[config.mk]
export PLATFORM = sky130hd
export DESIGN_NAME = prog_loader
export DESIGN_NICKNAME = d
export VERILOG_FILES = /design/src/rtl/prog_loader_pkg.sv /design/src/rtl/prog_loader_uart_rx.sv /design/src/rtl/prog_loader.sv
export SDC_FILE = /design/constraint.sdc
export NUM_CORES = 1
export LEC_CHECK = 0
export ABC_AREA = 1
export BUFFER_PORTS_ARGS = -buffer_cell sky130_fd_sc_hd__buf_2
export CAP_MARGIN = 10
export CELL_PAD_IN_SITES_DETAIL_PLACEMENT = 1
export CELL_PAD_IN_SITES_GLOBAL_PLACEMENT = 1
export CORE_ASPECT_RATIO = 0.5
export CORE_UTILIZATION = 30
export DETAILED_ROUTE_END_ITERATION = 12
export HOLD_SLACK_MARGIN = 0.08
export PLACE_DENSITY = 0.66
export SLEW_MARGIN = 20
export SYNTH_ARGS = -nofsm -noshare
export SYNTH_HDL_FRONTEND = slang
export SYNTH_SLANG_ARGS = --single-unit
[constraint.sdc]
create_clock -name CLK -period 5.4 [get_ports CLK]
set_input_delay 0 -clock CLK [delete_from_list [all_inputs] [get_ports CLK]]
set_output_delay 0 -clock CLK [all_outputs]
set_load 0.01 [all_outputs]
[src/rtl/prog_loader_pkg.sv]
// Shared definitions for the serial program loader: FSM encodings,
// protocol byte codes and the checksum helper.
package prog_loader_pkg;

  localparam int unsigned BYTE_W  = 8;
  localparam int unsigned LEN_W   = 16;
  localparam logic [7:0]  SYNC_BYTE = 8'hA5;

  // Loader session states
  typedef enum logic [2:0] {
    ST_IDLE,
    ST_SYNC,
    ST_LEN_H,
    ST_LEN_L,
    ST_DATA,
    ST_CSUM,
    ST_DONE,
    ST_ERR
  } ldr_state_t;

  // Byte receiver states
  typedef enum logic [1:0] {
    RX_IDLE,
    RX_START,
    RX_DATA,
    RX_STOP
  } rx_state_t;

  // Running checksum: 8-bit sum modulo 256
  function automatic logic [7:0] csum_add(input logic [7:0] acc, input logic [7:0] b);
    return 8'(acc + b);
  endfunction

endpackage

[src/rtl/prog_loader_uart_rx.sv]
// uart_rx_byte: 8N1 serial byte receiver, LSB first.
// Ports: clk, reset (sync, active high), rxd (async serial in),
//        valid (1-cycle byte strobe), data (received byte),
//        frame_err (1-cycle strobe when the stop bit reads 0).
module uart_rx_byte
  import prog_loader_pkg::*;
#(
  parameter int unsigned CLKS_PER_BIT = 16
) (
  input  logic       clk,
  input  logic       reset,
  input  logic       rxd,
  output logic       valid,
  output logic [7:0] data,
  output logic       frame_err
);

  localparam int unsigned CW   = (CLKS_PER_BIT > 2) ? $clog2(CLKS_PER_BIT) : 2;
  localparam int unsigned HALF = CLKS_PER_BIT / 2;

  logic            sync1, sync2, prev;
  rx_state_t       state, state_d;
  logic [CW-1:0]   cnt, cnt_d;
  logic [2:0]      bit_idx, bit_idx_d;
  logic [7:0]      shreg, shreg_d;
  logic            valid_d, frame_err_d;
  logic [7:0]      data_d;

  // Synchronizer, edge-detect history and receiver state
  always_ff @(posedge clk) begin
    if (reset) begin
      sync1     <= 1'b1;
      sync2     <= 1'b1;
      prev      <= 1'b1;
      state     <= RX_IDLE;
      cnt       <= '0;
      bit_idx   <= '0;
      shreg     <= '0;
      valid     <= 1'b0;
      data      <= '0;
      frame_err <= 1'b0;
    end else begin
      sync1     <= rxd;
      sync2     <= sync1;
      prev      <= sync2;
      state     <= state_d;
      cnt       <= cnt_d;
      bit_idx   <= bit_idx_d;
      shreg     <= shreg_d;
      valid     <= valid_d;
      data      <= data_d;
      frame_err <= frame_err_d;
    end
  end

  // Bit timing: the start bit is re-checked half a bit after its falling
  // edge, and every later sample lands one full bit period after that.
  always_comb begin
    state_d     = state;
    cnt_d       = cnt;
    bit_idx_d   = bit_idx;
    shreg_d     = shreg;
    valid_d     = 1'b0;
    frame_err_d = 1'b0;
    data_d      = data;
    case (state)
      RX_IDLE: begin
        if (prev && !sync2) begin
          state_d = RX_START;
          cnt_d   = '0;
        end
      end
      RX_START: begin
        // Detection already used one cycle of the half bit
        if (cnt == CW'(HALF - 2)) begin
          cnt_d     = '0;
          bit_idx_d = '0;
          state_d   = sync2 ? RX_IDLE : RX_DATA;
        end else begin
          cnt_d = cnt + CW'(1);
        end
      end
      RX_DATA: begin
        if (cnt == CW'(CLKS_PER_BIT - 1)) begin
          cnt_d   = '0;
          shreg_d = {sync2, shreg[7:1]};
          if (bit_idx == 3'd7) state_d = RX_STOP;
          else                 bit_idx_d = bit_idx + 3'd1;
        end else begin
          cnt_d = cnt + CW'(1);
        end
      end
      RX_STOP: begin
        if (cnt == CW'(CLKS_PER_BIT - 1)) begin
          cnt_d   = '0;
          state_d = RX_IDLE;
          if (sync2) begin
            valid_d = 1'b1;
            data_d  = shreg;
          end else begin
            frame_err_d = 1'b1;
          end
        end else begin
          cnt_d = cnt + CW'(1);
        end
      end
      default: state_d = RX_IDLE;
    endcase
  end

endmodule

[src/rtl/prog_loader.sv]
// prog_loader: receives a framed program image over a serial line and
// writes it into code memory while holding the MCU core in reset.
// Frame: 0xA5, LEN_H, LEN_L, LEN data bytes, CSUM (sum of data mod 256).
// Ports: CLK, reset (sync, active high), prog (session request level),
//        rxd (serial in), mem_we/mem_addr/mem_wdata (code-memory write),
//        cpu_hold (core reset), done/err (session result until prog falls).
module prog_loader
  import prog_loader_pkg::*;
#(
  parameter int unsigned CLKS_PER_BIT = 16,
  parameter int unsigned MEM_AW       = 12
) (
  input  logic              CLK,
  input  logic              reset,
  input  logic              prog,
  input  logic              rxd,
  output logic              mem_we,
  output logic [MEM_AW-1:0] mem_addr,
  output logic [7:0]        mem_wdata,
  output logic              cpu_hold,
  output logic              done,
  output logic              err
);

  localparam logic [LEN_W:0] MAX_LEN = (LEN_W+1)'(1) << MEM_AW;

  logic       rx_valid, rx_ferr;
  logic [7:0] rx_data;

  uart_rx_byte #(.CLKS_PER_BIT(CLKS_PER_BIT)) u_rx (
    .clk       (CLK),
    .reset     (reset),
    .rxd       (rxd),
    .valid     (rx_valid),
    .data      (rx_data),
    .frame_err (rx_ferr)
  );

  ldr_state_t        state, state_d;
  logic              mem_we_d;
  logic [MEM_AW-1:0] addr_d;
  logic [7:0]        wdata_d;
  logic [7:0]        len_hi, len_hi_d;
  logic [LEN_W-1:0]  rem, rem_d;
  logic [7:0]        sum, sum_d;
  logic [LEN_W-1:0]  len_full;

  assign len_full = {len_hi, rx_data};

  // State and registered outputs
  always_ff @(posedge CLK) begin
    if (reset) begin
      state     <= ST_IDLE;
      mem_we    <= 1'b0;
      mem_addr  <= '0;
      mem_wdata <= '0;
      len_hi    <= '0;
      rem       <= '0;
      sum       <= '0;
      cpu_hold  <= 1'b0;
      done      <= 1'b0;
      err       <= 1'b0;
    end else begin
      state     <= state_d;
      mem_we    <= mem_we_d;
      mem_addr  <= addr_d;
      mem_wdata <= wdata_d;
      len_hi    <= len_hi_d;
      rem       <= rem_d;
      sum       <= sum_d;
      cpu_hold  <= (state_d != ST_IDLE);
      done      <= (state_d == ST_DONE);
      err       <= (state_d == ST_ERR);
    end
  end

  // Session sequencing; prog low or a framing error wins over byte decode
  always_comb begin
    state_d  = state;
    mem_we_d = 1'b0;
    addr_d   = mem_addr;
    wdata_d  = mem_wdata;
    len_hi_d = len_hi;
    rem_d    = rem;
    sum_d    = sum;

    // Address advances once the current write has been presented
    if (mem_we) addr_d = mem_addr + MEM_AW'(1);

    case (state)
      ST_IDLE: begin
        if (prog) begin
          state_d = ST_SYNC;
          addr_d  = '0;
          sum_d   = '0;
        end
      end
      ST_SYNC, ST_LEN_H, ST_LEN_L, ST_DATA, ST_CSUM: begin
        if (!prog || rx_ferr) begin
          state_d = ST_ERR;
        end else if (rx_valid) begin
          case (state)
            ST_SYNC: begin
              if (rx_data == SYNC_BYTE) state_d = ST_LEN_H;
            end
            ST_LEN_H: begin
              len_hi_d = rx_data;
              state_d  = ST_LEN_L;
            end
            ST_LEN_L: begin
              rem_d = len_full;
              if ({1'b0, len_full} > MAX_LEN) state_d = ST_ERR;
              else if (len_full == '0)        state_d = ST_CSUM;
              else                            state_d = ST_DATA;
            end
            ST_DATA: begin
              mem_we_d = 1'b1;
              wdata_d  = rx_data;
              sum_d    = csum_add(sum, rx_data);
              rem_d    = rem - LEN_W'(1);
              if (rem == LEN_W'(1)) state_d = ST_CSUM;
            end
            default: begin
              state_d = (rx_data == sum) ? ST_DONE : ST_ERR;
            end
          endcase
        end
      end
      ST_DONE, ST_ERR: begin
        if (!prog) state_d = ST_IDLE;
      end
      default: state_d = ST_IDLE;
    endcase
  end

endmodule

==> results of run 1 <==
## cell families (layout without fill, tap and decap cells)
group | Yosys count | in the layout | share of synthesized area [%]
buffers and inverters | 95 | 122 | 9.05
and+or+nand+nor | 241 | 241 | 24.6
DFF | 89 | 89 | 40.3
adders and majority gates | 15 | 15 | 4.41
xor gates and xnor gates | 8 | 8 | 1.58
AOI/OAI and AO/OA | 160 | 160 | 20.1
## power by group through the flow
| stage | registers (W) | clock network (W) | logic [W] |
|---|---|---|---|
| after detailed placement | 0.000694 | 0 | 0.000157 |
| after global placement | 0.000694 | 0 | 0.000155 |
| after CTS | 0.000680 | 0.000693 | 0.000159 |
| final | 0.000680 | 0.000670 | 0.000157 |
| after global routing | 0.000681 | 0.000715 | 0.000178 |
| after floorplan | 0.000694 | 0 | 0.000121 |
## flip-flops by register name (all words and copies together) (netlist names), named ones only
signal,cells
cpu_hold,1
done,1
err,1
len_hi,8
mem_addr,12
mem_wdata,8
mem_we,1
rem,16
state,3
sum,8
u_rx.bit_idx,3
u_rx.cnt,4
u_rx.data,8
u_rx.frame_err,1
u_rx.prev,1
u_rx.shreg,8
u_rx.state,1
u_rx.sync1,1
u_rx.sync2,1
u_rx.valid,1
## final cells by class
class | count | area (µm²) | share of cell area [%]
Multi-Input combinational cell | 424 | 2240 | 44.7
Sequential cell | 89 | 1780 | 35.5
Inverter | 76 | 285 | 5.68
Tap cell | 192 | 240 | 4.78
Clock buffer | 10 | 229 | 4.56
Timing Repair Buffer | 30 | 160 | 3.19
Clock inverter | 6 | 82.6 | 1.64
## worst max-delay path by stage
stage / cells after the start / to / slack, ns
floorplan: 10 / sum[6] / 3.65
global placement: 9 / sum[5] / 2.83
detailed placement: 9 / sum[5] / 2.74
CTS: 9 / sum[5] / 2.73
global route: 9 / sum[5] / 2.41
finish: 9 / sum[5] / 2.74
## stage by stage
| stage | cells | power, W |
|---|---|---|
| 2_1_floorplan | 608 | 0.000815 |
| 3_3_place_gp | 810 | 0.000849 |
| 3_5_place_dp | 810 | 0.000852 |
| 4_1_cts | 827 | 0.00153 |
| 5_1_grt | 827 | 0.00157 |
| 6_report | 827 | 0.00151 |
## cell usage in the layout (no fill, tap or decap), types with 2 or more instances in the layout
cell type  netlist  routed
o31ai_1          3       3
a211oi_1         6       6
nor2_2           5       5
nand2_2          7       7
ha_1            14      14
inv_1           68      68
xor2_1           6       6
buf_2            4      27
or2_2            4       4
buf_4            2       2
nand3b_1         2       2
nand4_1          6       6
nor2_4           4       4
nand2_1         99      99
nand3_1         20      20
clkbuf_16        0       9
bufinv_16        0       2
dfxtp_1         89      89
xnor2_1          2       2
nor3b_1          4       4
nor2_1          78      78
o21ai_0         58      58
nor3_1           5       5
inv_2            8       8
o21ai_1          7       7
a21oi_2          4       4
clkinv_2         0       3
nand3_2          2       2
o21a_1           3       3
a31oi_1          2       2
a21oi_1         67      67
## routing by layer
layer | global-route usage [%] | share of wire, %
met1 | 20.9 | 51
met2 | 26.5 | 44
met3 | 3.30 | 3.7
met4 | 4.63 | 1.1
met5 | 0 | 0
## timing repair
item | CTS | global route
endpoints found under the setup margin | 0 | 0
hold buffers | 1 | 0
endpoints found under the hold margin | 1 | 0
## worst max-delay path, stage by stage, from the launching register on
cell and delay (ns):
dfxtp_1 0.36, inv_2 0.10, nand2_2 0.07, nor2_4 0.42, inv_2 0.32, nor2_2 0.72
inv_1 0.19, a21oi_1 0.17, o21ai_0 0.10, a21oi_1 0.12
==> results.md, run 1 <==
- Status: complete, no violations
- Clock Pin Slew Worst Setup and Hold Paths: roughly 0.060 ns
- Syn Area/Cell: slightly above 7 µm²
- Internal power: around 0.0011 W
- Sequential fraction of the synthesis area: between 40% and 50%
- Max-cap violations: 0
- Syn Nets: ~630
- Overall routed net length: around 12000 µm
- Yosys cell types: between 40 and 50
- Initial Utilization: a little under a third
- CP max FO: 23
- Max Fclk: 0.376 GHz
- P_sw: around 0.00039 W
- Inserted Diodes: 0
- Area contributors post-synth: dfxtp_1, nand2_1, a21oi_1
- Hold Path Stages: 4
- Relative slew slack: between 40% and 50%
- FF-to-FF End: sum[5]
- Grt total ovfl: 0
- Required @ worst endpoint: between 5 and 6 ns
- FF-to-FF path depth: 9
- Clock Tree Root: clkbuf_16
- Die area: 0.0153 mm²
- Worst setup startpoint: state[0]
- Vias in the first global route: approximately 3.9k
- Cell taking the most area after synthesis: dfxtp_1
- Hold Crit Class: in2reg
- CP Capture Type: register
- Total clock sinks: 89
- TritonCTS clock tree: yes
- Core area: approximately 0.014 mm²
- Worst-Margin Slew: between 0.8 and 0.9 ns
- Ys Warns: 0
- Placement Setup Slack: roughly 2.7 ns
- Slew Limit Fails: 0
- Reg power frac: 45.1%
- Clk_lat worst skew: around 0.34 ns
- Clock Tree Buf Depth: 2
- Cts bufs inserted: 9
- Period utilization: 49.2%
- Vias: 3972
- Average wire per standard cell: approximately 14 µm
- Drt first-iter violations: between 100 and 150
- Top post-synthesis cells by count: nand2_1, dfxtp_1, nor2_1, inv_1, a21oi_1
- Final setup violation count: 0
- Post-CTS Resized: 0
- Htree depth: 3
- Crit start category: register
- Worst hold start: prog
- Nets: between 600 and 700
- Final HPWL DP: around 8400 µm
- EDFF count, synth: 0
- Placed instance area: around 0.0047 mm²
- Pwr Density: roughly 300 mW/mm²
- Drc violations: 0
- GPL Wtd Cong: ~0.81
- GRT Total Usage: 15.9%
- Final Skew: approximately 0.0072 ns
- Hold slack: about 0.17 ns
- Row count: 30
- First-pass GRT wire length: approximately 19000 µm
- Yosys reg bits: a little under 90
- Gate Count Post-Synth: 608
- Post-synth top area share: 40.3%
- Die Y-Extent: just under 90 µm
- ANT nets after route: 0
- Crit path DAT: slightly below 3 ns
- Gate power share: a little over a tenth
- Post-CTS setup repair buffer count: 0
- Drt via density: a little under 5
- Final Hold Viols: 0
- Setup tns final: 0 ns
- Setup CP Type: reg2reg
- Final instance area: between 0.005 and 0.006 mm²
- Final WS setup: between 2 and 3 ns
- Largest net degree at the start of global routing: 42
- R2R Setup Slk: roughly 2.7 ns
- Initial antenna violation count: 0
- Switch share: 25.7%
- Die Span X: approximately 170 µm
- Cell with the most instances after synthesis: nand2_1
- Area delta synth->final: 13.5%
- WHS Endpoint: done
- IO buf count: 27
- Minimum clock period: ~2.7 ns
- I/O Pins: 28
- Post-synthesis instance area: 0.00443 mm²
- Fillers: around 1.8k
- Post-route core utilization: between 30% and 40%
- Static leakage: around 2.2 nW
- RSZ-0062 raised after global routing: false
- Worst VDD drop: 0.174 mV
- Ys async rst share: 0%
- R2R Path Start: state[0]
- Layout cells sized above 1: roughly an eighth
- Clock share of power: approximately 45%
- Ys flop type: dfxtp_1
- TritonRoute pass-1 iters: 4
(Power assumes the default switching activity.)
==> inputs of run 2 (changes only) <==
==> constraint.sdc (replaced) <==
create_clock -name CLK -period 2.5 [get_ports CLK]
set_input_delay 0 -clock CLK [delete_from_list [all_inputs] [get_ports CLK]]
set_output_delay 0 -clock CLK [all_outputs]
set_load 0.01 [all_outputs]
==> run 2 against run 1 <==
Effect of this change:
- final cell count rose by 0.73%
- maximum frequency increased by 37%
- setup slack got worse by 2.2 ns
- clock power grew 100%
- total power grew 110%
- non-clock buffer count is 6 higher
- global-route usage rose by 0.51 points
- cell area rose by 0.45%
- critical path depth up 1
- core utilization up 0.16 points
- wire length rose by 0.83%
- die area is the same
- highest routed layer unchanged
==> results.md, run 2 (synthesis results as in run 1) <==
- Placed instance area: 0.00474 mm² (+0.80%)
- Flip-flop count of the largest register after layout: 16 (unchanged)
- Hold Path Stages: 4 (unchanged)
- Slew Limit Fails: 0 (unchanged)
- RSZ-0062 raised after global routing: false
- CP Capture Type: register
- TritonCTS clock tree: yes
- CTS Hold Bufs: 2 (+1)
- Die area: 0.0153 mm² (unchanged)
- Setup CP Type: reg2reg
- Top reg by flops: rem
- FF-to-FF path depth: 10 (+1)
- I/O Pins: 28 (unchanged)
- Vias: 4028 (+1.4%)
- Drc violations: 0 (unchanged)
- Layout cells sized above 1: 14.0% (+0.81 points)
- Final instance area: 0.00504 mm² (+0.45%)
- Largest net degree at the start of global routing: 39 (-7.1%)
- Most frequent cells in the layout: nand2_1, dfxtp_1, nor2_1
- Hold Crit Class: in2reg
- TritonRoute pass-1 iters: 4 (unchanged)
- Final setup violation count: 0 (unchanged)
- GRT Total Usage: 16.4% (+0.51 points)
- Cts bufs inserted: 9 (unchanged)
- Max Fclk: 0.515 GHz (+37%)
- Pwr Density: 627 mW/mm² (+110%)
- Worst VDD drop: 0.316 mV (+82%)
- Drt via density: 4.84 (+0.68%)
- Final HPWL DP: 8500 µm (+0.74%)
- Worst-Margin Slew: 0.594 ns (-0.220 ns)
- Clk_lat worst skew: 0.36 ns (+0.02 ns)
- Overall routed net length: 11600 µm (+0.83%)
- Final Skew: 0.00785 ns (+0.000639 ns)
- Relative slew slack: 60.4% (+15 points)
- Commonest non-fill, non-tap cell in the layout: nand2_1
- Required @ worst endpoint: 2.78 ns (-2.89 ns)
- ANT nets after route: 0 (unchanged)
- Post-CTS Resized: 0 (unchanged)
- CP max FO: 5 (-78%)
- Setup tns final: 0 ns (unchanged)
- Initial Utilization: 31.7% (unchanged)
- Minimum clock period: 1.94 ns (-0.716 ns)
- Final Hold Viols: 0 (unchanged)
- Total clock sinks: 89 (unchanged)
- Clock Tree Root: clkbuf_16
- Period utilization: 77.7% (+28 points)
- Nets: 655 (+0.92%)
- Average wire per standard cell: 14.0 µm (+0.11%)
- IO buf count: 27 (unchanged)
- Initial antenna violation count: 0 (unchanged)
- Grt total ovfl: 0 (unchanged)
- Die Y-Extent: 87.9 µm (unchanged)
- Area delta synth->final: 14.0%
- Regs by FF count: rem: 16 flops, mem_addr: 12 flops
- Inserted Diodes: 0 (unchanged)
- Crit start category: register
- Hold slack: 0.182 ns (+0.0101 ns)
- Row count: 30 (unchanged)
- Htree depth: 3 (unchanged)
- Status: complete, no violations
- Crit path DAT: 2.23 ns (-0.70 ns)
- Vias in the first global route: 3993 (+2.5%)
- Post-CTS setup repair buffer count: 0 (unchanged)
- Clock Tree Buf Depth: 2 (unchanged)
- First-pass GRT wire length: 19600 µm (+2.4%)
- Drt first-iter violations: 123 (-4.7%)
- Clock Pin Slew Worst Setup and Hold Paths: 0.07 ns (about the same)
- Static leakage: 2.19 nW (+0.85%)
- Max-cap violations: 0 (unchanged)
- GPL Wtd Cong: 0.818 (+1.5%)
- Core area: 0.0140 mm² (unchanged)
- Die Span X: 174 µm (unchanged)
-- run 2: cell count changes in the layout (fill, tap and decap cells not counted), sizes merged --
cell	change
buf	+5
inv	+5
bufinv	-2
clkinv	-2
clkbuf	-1
dlygate4sd3	+1
-- run 2: path summary, 6_finish.rpt --
path | start | slack (ns) | end
setup / recovery | u_rx.data[0] | 0.56 | sum[6]
hold / removal | prog | 0.18 | done
setup reg to reg | u_rx.data[0] | 0.56 | sum[6]
hold reg to reg | u_rx.sync1 | 0.41 | u_rx.sync2
-- run 2: worst max-delay path: stages, from the launching register on --
cell and delay, ns:
dfxtp_1 0.36, ha_1 0.24, fa_1 0.42, nand3_1 0.11
nand2_1 0.06, nand2_1 0.08, nand2_1 0.06, a21oi_1 0.16
xor2_1 0.08, or2_0 0.20, a21oi_1 0.11
-- run 2: cell type report --
cell class / instances / area (µm²)
Clock buffer: 9 / 225
Fill cell: 1764 / 8920
Sequential cell: 89 / 1780
Inverter: 76 / 285
Timing Repair Buffer: 36 / 208
Multi-Input combinational cell: 424 / 2240
Clock inverter: 7 / 61.3
Tap cell: 192 / 240
-- run 2: power by group --
group / total, W / internal [W] / leakage [nW] / switching, W
registers: 0.00147 / 0.00144 / 0.718 / 0.0000242
logic: 0.000344 / 0.000104 / 1.33 / 0.000240
clock network: 0.00135 / 0.000698 / 0.141 / 0.000654
total: 0.00316 / 0.00225 / 2.19 / 0.000919
-- run 2: layer usage --
metal  wire (µm)  GRT usage, %
met4         138          5.02
met1        5920          20.7
met5           0             0
met3         333          4.17
met2        5250          27.9
-- run 2: stage by stage --
stage | utilization [%] | instances | total power, W | setup WS [ns]
2_1_floorplan | - | 608 | 0.00176 | 0.745
3_3_place_gp | 33.9 | 815 | 0.00184 | 0.629
3_5_place_dp | 33.9 | 815 | 0.00185 | 0.578
4_1_cts | 36.1 | 833 | 0.00321 | 0.544
5_1_grt | 36.1 | 833 | 0.00333 | 0.376
6_report | 36.1 | 833 | 0.00316 | 0.557
==> inputs of run 3 (changes only) <==
--- a/config.mk
+++ b/config.mk
@@ -5,7 +5,7 @@
 export SDC_FILE = /design/constraint.sdc
 export NUM_CORES = 1
 export LEC_CHECK = 0
-export ABC_AREA = 1
+export ABC_AREA = 0
 export BUFFER_PORTS_ARGS = -buffer_cell sky130_fd_sc_hd__buf_2
 export CAP_MARGIN = 10
 export CELL_PAD_IN_SITES_DETAIL_PLACEMENT = 1
@@ -14,7 +14,7 @@
 export CORE_UTILIZATION = 30
 export DETAILED_ROUTE_END_ITERATION = 12
 export HOLD_SLACK_MARGIN = 0.08
-export PLACE_DENSITY = 0.66
+export PLACE_DENSITY = 0.64
 export SLEW_MARGIN = 20
 export SYNTH_ARGS = -nofsm -noshare
 export SYNTH_HDL_FRONTEND = slang
==> constraint.sdc (replaced) <==
create_clock -name CLK -period 2 [get_ports CLK]
set_input_delay 0 -clock CLK [delete_from_list [all_inputs] [get_ports CLK]]
set_output_delay 0 -clock CLK [all_outputs]
set_load 0.01 [all_outputs]
==> run 3 against run 2 <==
Effect of this change:
- clock power grew 30%
- critical path depth shrank 4
- first-iteration DRC count grew 4.9%
- synthesized cell count shrank 16%
- total power grew 18%
- critical endpoint is now done
- largest cell class unchanged
- largest power group unchanged
==> results.md, run 3 <==
- Status: complete, no violations
- TritonRoute pass-1 iters: 4 (unchanged)
- Hold slack: 0.189 ns (+0.00713 ns)
- Die area: 0.0153 mm² (unchanged)
- Switch share: 21.7% (-7.3 points)
- Layout cells sized above 1: 20.7% (+6.6 points)
- Relative slew slack: 67.5% (+7.1 points)
- Crit start category: register
- Placed instance area: 0.00491 mm² (+3.7%)
- Drt via density: 5.05 (+4.4%)
- Yosys cell types: 67 (+40%)
- Cell taking the most area after synthesis: dfxtp_1
- Worst hold start: prog
- Inserted Diodes: 0 (unchanged)
- I/O Pins: 28 (unchanged)
- Post-synth top area share: 40.3% (unchanged)
- EDFF count, synth: 0 (unchanged)
- Yosys reg bits: 89 (unchanged)
- Clock Pin Slew Worst Setup and Hold Paths: 0.06 ns (about the same)
- Static leakage: 2.17 nW (-0.87%)
- Sequential fraction of the synthesis area: 40.3% (unchanged)
- Final WS setup: 0.0842 ns (-0.473 ns)
- Initial antenna violation count: 0 (unchanged)
- Grt total ovfl: 0 (unchanged)
- Final HPWL DP: 8010 µm (-5.7%)
- Post-synthesis instance area: 0.00443 mm² (unchanged)
- Vias: 3776 (-6.3%)
- Max Fclk: 0.522 GHz (+1.4%)
- Worst setup startpoint: rem[10]
- Ys async rst share: 0% (unchanged)
- Area contributors post-synth: dfxtp_1, nor2_1, mux2i_1
- R2R Setup Slk: 0.08 ns (-0.47 ns)
- Top reg by flops: rem
- Reg power frac: 47.9% (+1.5 points)
- Total clock sinks: 89 (unchanged)
- Worst VDD drop: 0.348 mV (+10%)
- Commonest non-fill, non-tap cell in the layout: dfxtp_1
- Die Y-Extent: 87.9 µm (unchanged)
- Clk_lat worst skew: 0.33 ns (-0.03 ns)
- Max-cap violations: 0 (unchanged)
- GPL Wtd Cong: 0.791 (-3.3%)
- Initial Utilization: 31.7% (unchanged)
- Setup CP Type: reg2reg
- Gate power share: 5.0% (-5.9 points)
- Drt first-iter violations: 129 (+4.9%)
- Row count: 30 (unchanged)
- Final Hold Viols: 0 (unchanged)
- Drc violations: 0 (unchanged)
- Hold Crit Class: in2reg
- Minimum clock period: 1.92 ns (-0.0274 ns)
- R2R Path Start: rem[10]
- Syn Area/Cell: 8.68 µm² (+19%)
- Clock share of power: 47.0% (+4.3 points)
- Crit path DAT: 2.14 ns (-0.09 ns)
- Gate Count Post-Synth: 510 (-16%)
- Required @ worst endpoint: 2.23 ns (-0.55 ns)
- Worst-Margin Slew: 0.488 ns (-0.106 ns)
- Pwr Density: 704 mW/mm² (+12%)
- RSZ-0062 raised after global routing: true
- Final Skew: 0.00508 ns (-0.00276 ns)
- Fillers: 1659 (-6.0%)
- Flip-flop count of the largest register after layout: 16 (unchanged)
- First-pass GRT wire length: 18800 µm (-4.3%)
- Die Span X: 174 µm (unchanged)
- CP Capture Type: register
- Vias in the first global route: 3677 (-7.9%)
- Overall routed net length: 11400 µm (-1.7%)
- Top post-synthesis cells by count: dfxtp_1, nor2_1, nand2_1, a21oi_1, mux2i_1
- Slew Limit Fails: 0 (unchanged)
- Cell with the most instances after synthesis: dfxtp_1
- Cts bufs inserted: 9 (unchanged)
- IO buf count: 27 (unchanged)
- Syn Nets: 529 (-16%)
- TritonCTS clock tree: yes
- Period utilization: 95.8% (+18 points)
- Ys flop type: dfxtp_1
- GRT Total Usage: 15.4% (-0.99 points)
- Placement Setup Slack: 0.0156 ns (-0.563 ns)
- Largest net degree at the start of global routing: 49 (+26%)
- Area delta synth->final: 20.2%
- Average wire per standard cell: 15.3 µm (+9.4%)
- Nets: 572 (-13%)
- Htree depth: 3 (unchanged)
- Ys Warns: 0 (unchanged)
- Internal power: 0.00293 W (+31%)
- Core area: 0.0140 mm² (unchanged)
- Regs by FF count: rem: 16 flops, mem_addr: 12 flops
- P_sw: 0.000814 W (-11%)
- Final setup violation count: 0 (unchanged)
- ANT nets after route: 0 (unchanged)
- Clock Tree Root: clkbuf_16
- Final instance area: 0.00532 mm² (+5.4%)
- CP max FO: 5 (unchanged)
- Clock Tree Buf Depth: 2 (unchanged)
- Most frequent cells in the layout: dfxtp_1, nor2_1, nand2_1
==> run 3: what timing repair did <==
item                                   4_1_cts  5_1_grt
setup buffers                                0        1
endpoints found under the hold margin        2        0
pin swaps                                    0        4
setup endpoints to repair                    3        8
cloned                                       0        0
hold buffers                                 2        0
resized for setup                            3       18
==> run 3: critical path, cell delays in order (launching register included) <==
cell and delay [ns]:
dfxtp_1 0.35, nor3_2 0.21, or4b_4 0.49, nor3_2 0.16, o32ai_1 0.13, o211a_1 0.28, and3_1 0.18
==> run 3: path summary, 6_finish.rpt <==
kind / end / cells past startpoint
hold reg to reg: u_rx.sync2 / 1
setup / recovery: done / 6
hold / removal: state[2] / 4
setup reg to reg: done / 6
==> run 3: final cells by class <==
class | count | area [µm²] | area share (%)
Multi-Input combinational cell | 377 | 2500 | 46.9
Clock buffer | 10 | 229 | 4.30
Sequential cell | 89 | 1790 | 33.6
Clock inverter | 4 | 70.1 | 1.32
Timing Repair Buffer | 59 | 430 | 8.09
Inverter | 17 | 63.8 | 1.20
Tap cell | 192 | 240 | 4.52
==> run 3: routing by layer <==
layer / share of wire, % / wire (µm) / vias to the layer above / global-route usage, %
li1: - / - / 1895 / -
met3: 3.3 / 373 / 6 / 4.30
met1: 52 / 5950 / 1829 / 20.8
met2: 44 / 5000 / 46 / 24.3
met4: 0.98 / 112 / 0 / 4.15
met5: 0 / 0 / - / 0
==> run 3: power groups by stage <==
| stage | logic (W) | registers (W) | clock network (W) |
|---|---|---|---|
| 6_report | 0.000189 | 0.00180 | 0.00176 |
| 3_3_place_gp | 0.000183 | 0.00184 | 0 |
| 3_5_place_dp | 0.000184 | 0.00184 | 0 |
| 2_1_floorplan | 0.000131 | 0.00183 | 0 |
| 4_1_cts | 0.000189 | 0.00180 | 0.00181 |
| 5_1_grt | 0.000209 | 0.00180 | 0.00190 |
==> run 3: logic make-up (layout without fill, tap and decap cells) <==
logic type,count (synthesis),in the layout,synth area share [%]
AOI/OAI and AO/OA,111,111,17.4
xor gates and xnor gates,19,19,3.76
adders and majority gates,15,15,4.41
buffers and inverters,44,90,4.98
DFF,89,89,40.3
muxes,28,28,6.33
and+or+nand+nor,204,204,22.9
==> run 3: stage by stage <==
stage / util [%] / power [W] / cells / setup TNS, ns
6_report: 38.1 / 0.00375 / 748 / 0
3_5_place_dp: 35.2 / 0.00202 / 731 / 0
4_1_cts: 37.5 / 0.00380 / 747 / 0
3_3_place_gp: 35.2 / 0.00202 / 731 / 0
2_1_floorplan: - / 0.00196 / 510 / 0
5_1_grt: 38.1 / 0.00390 / 748 / -0.0354
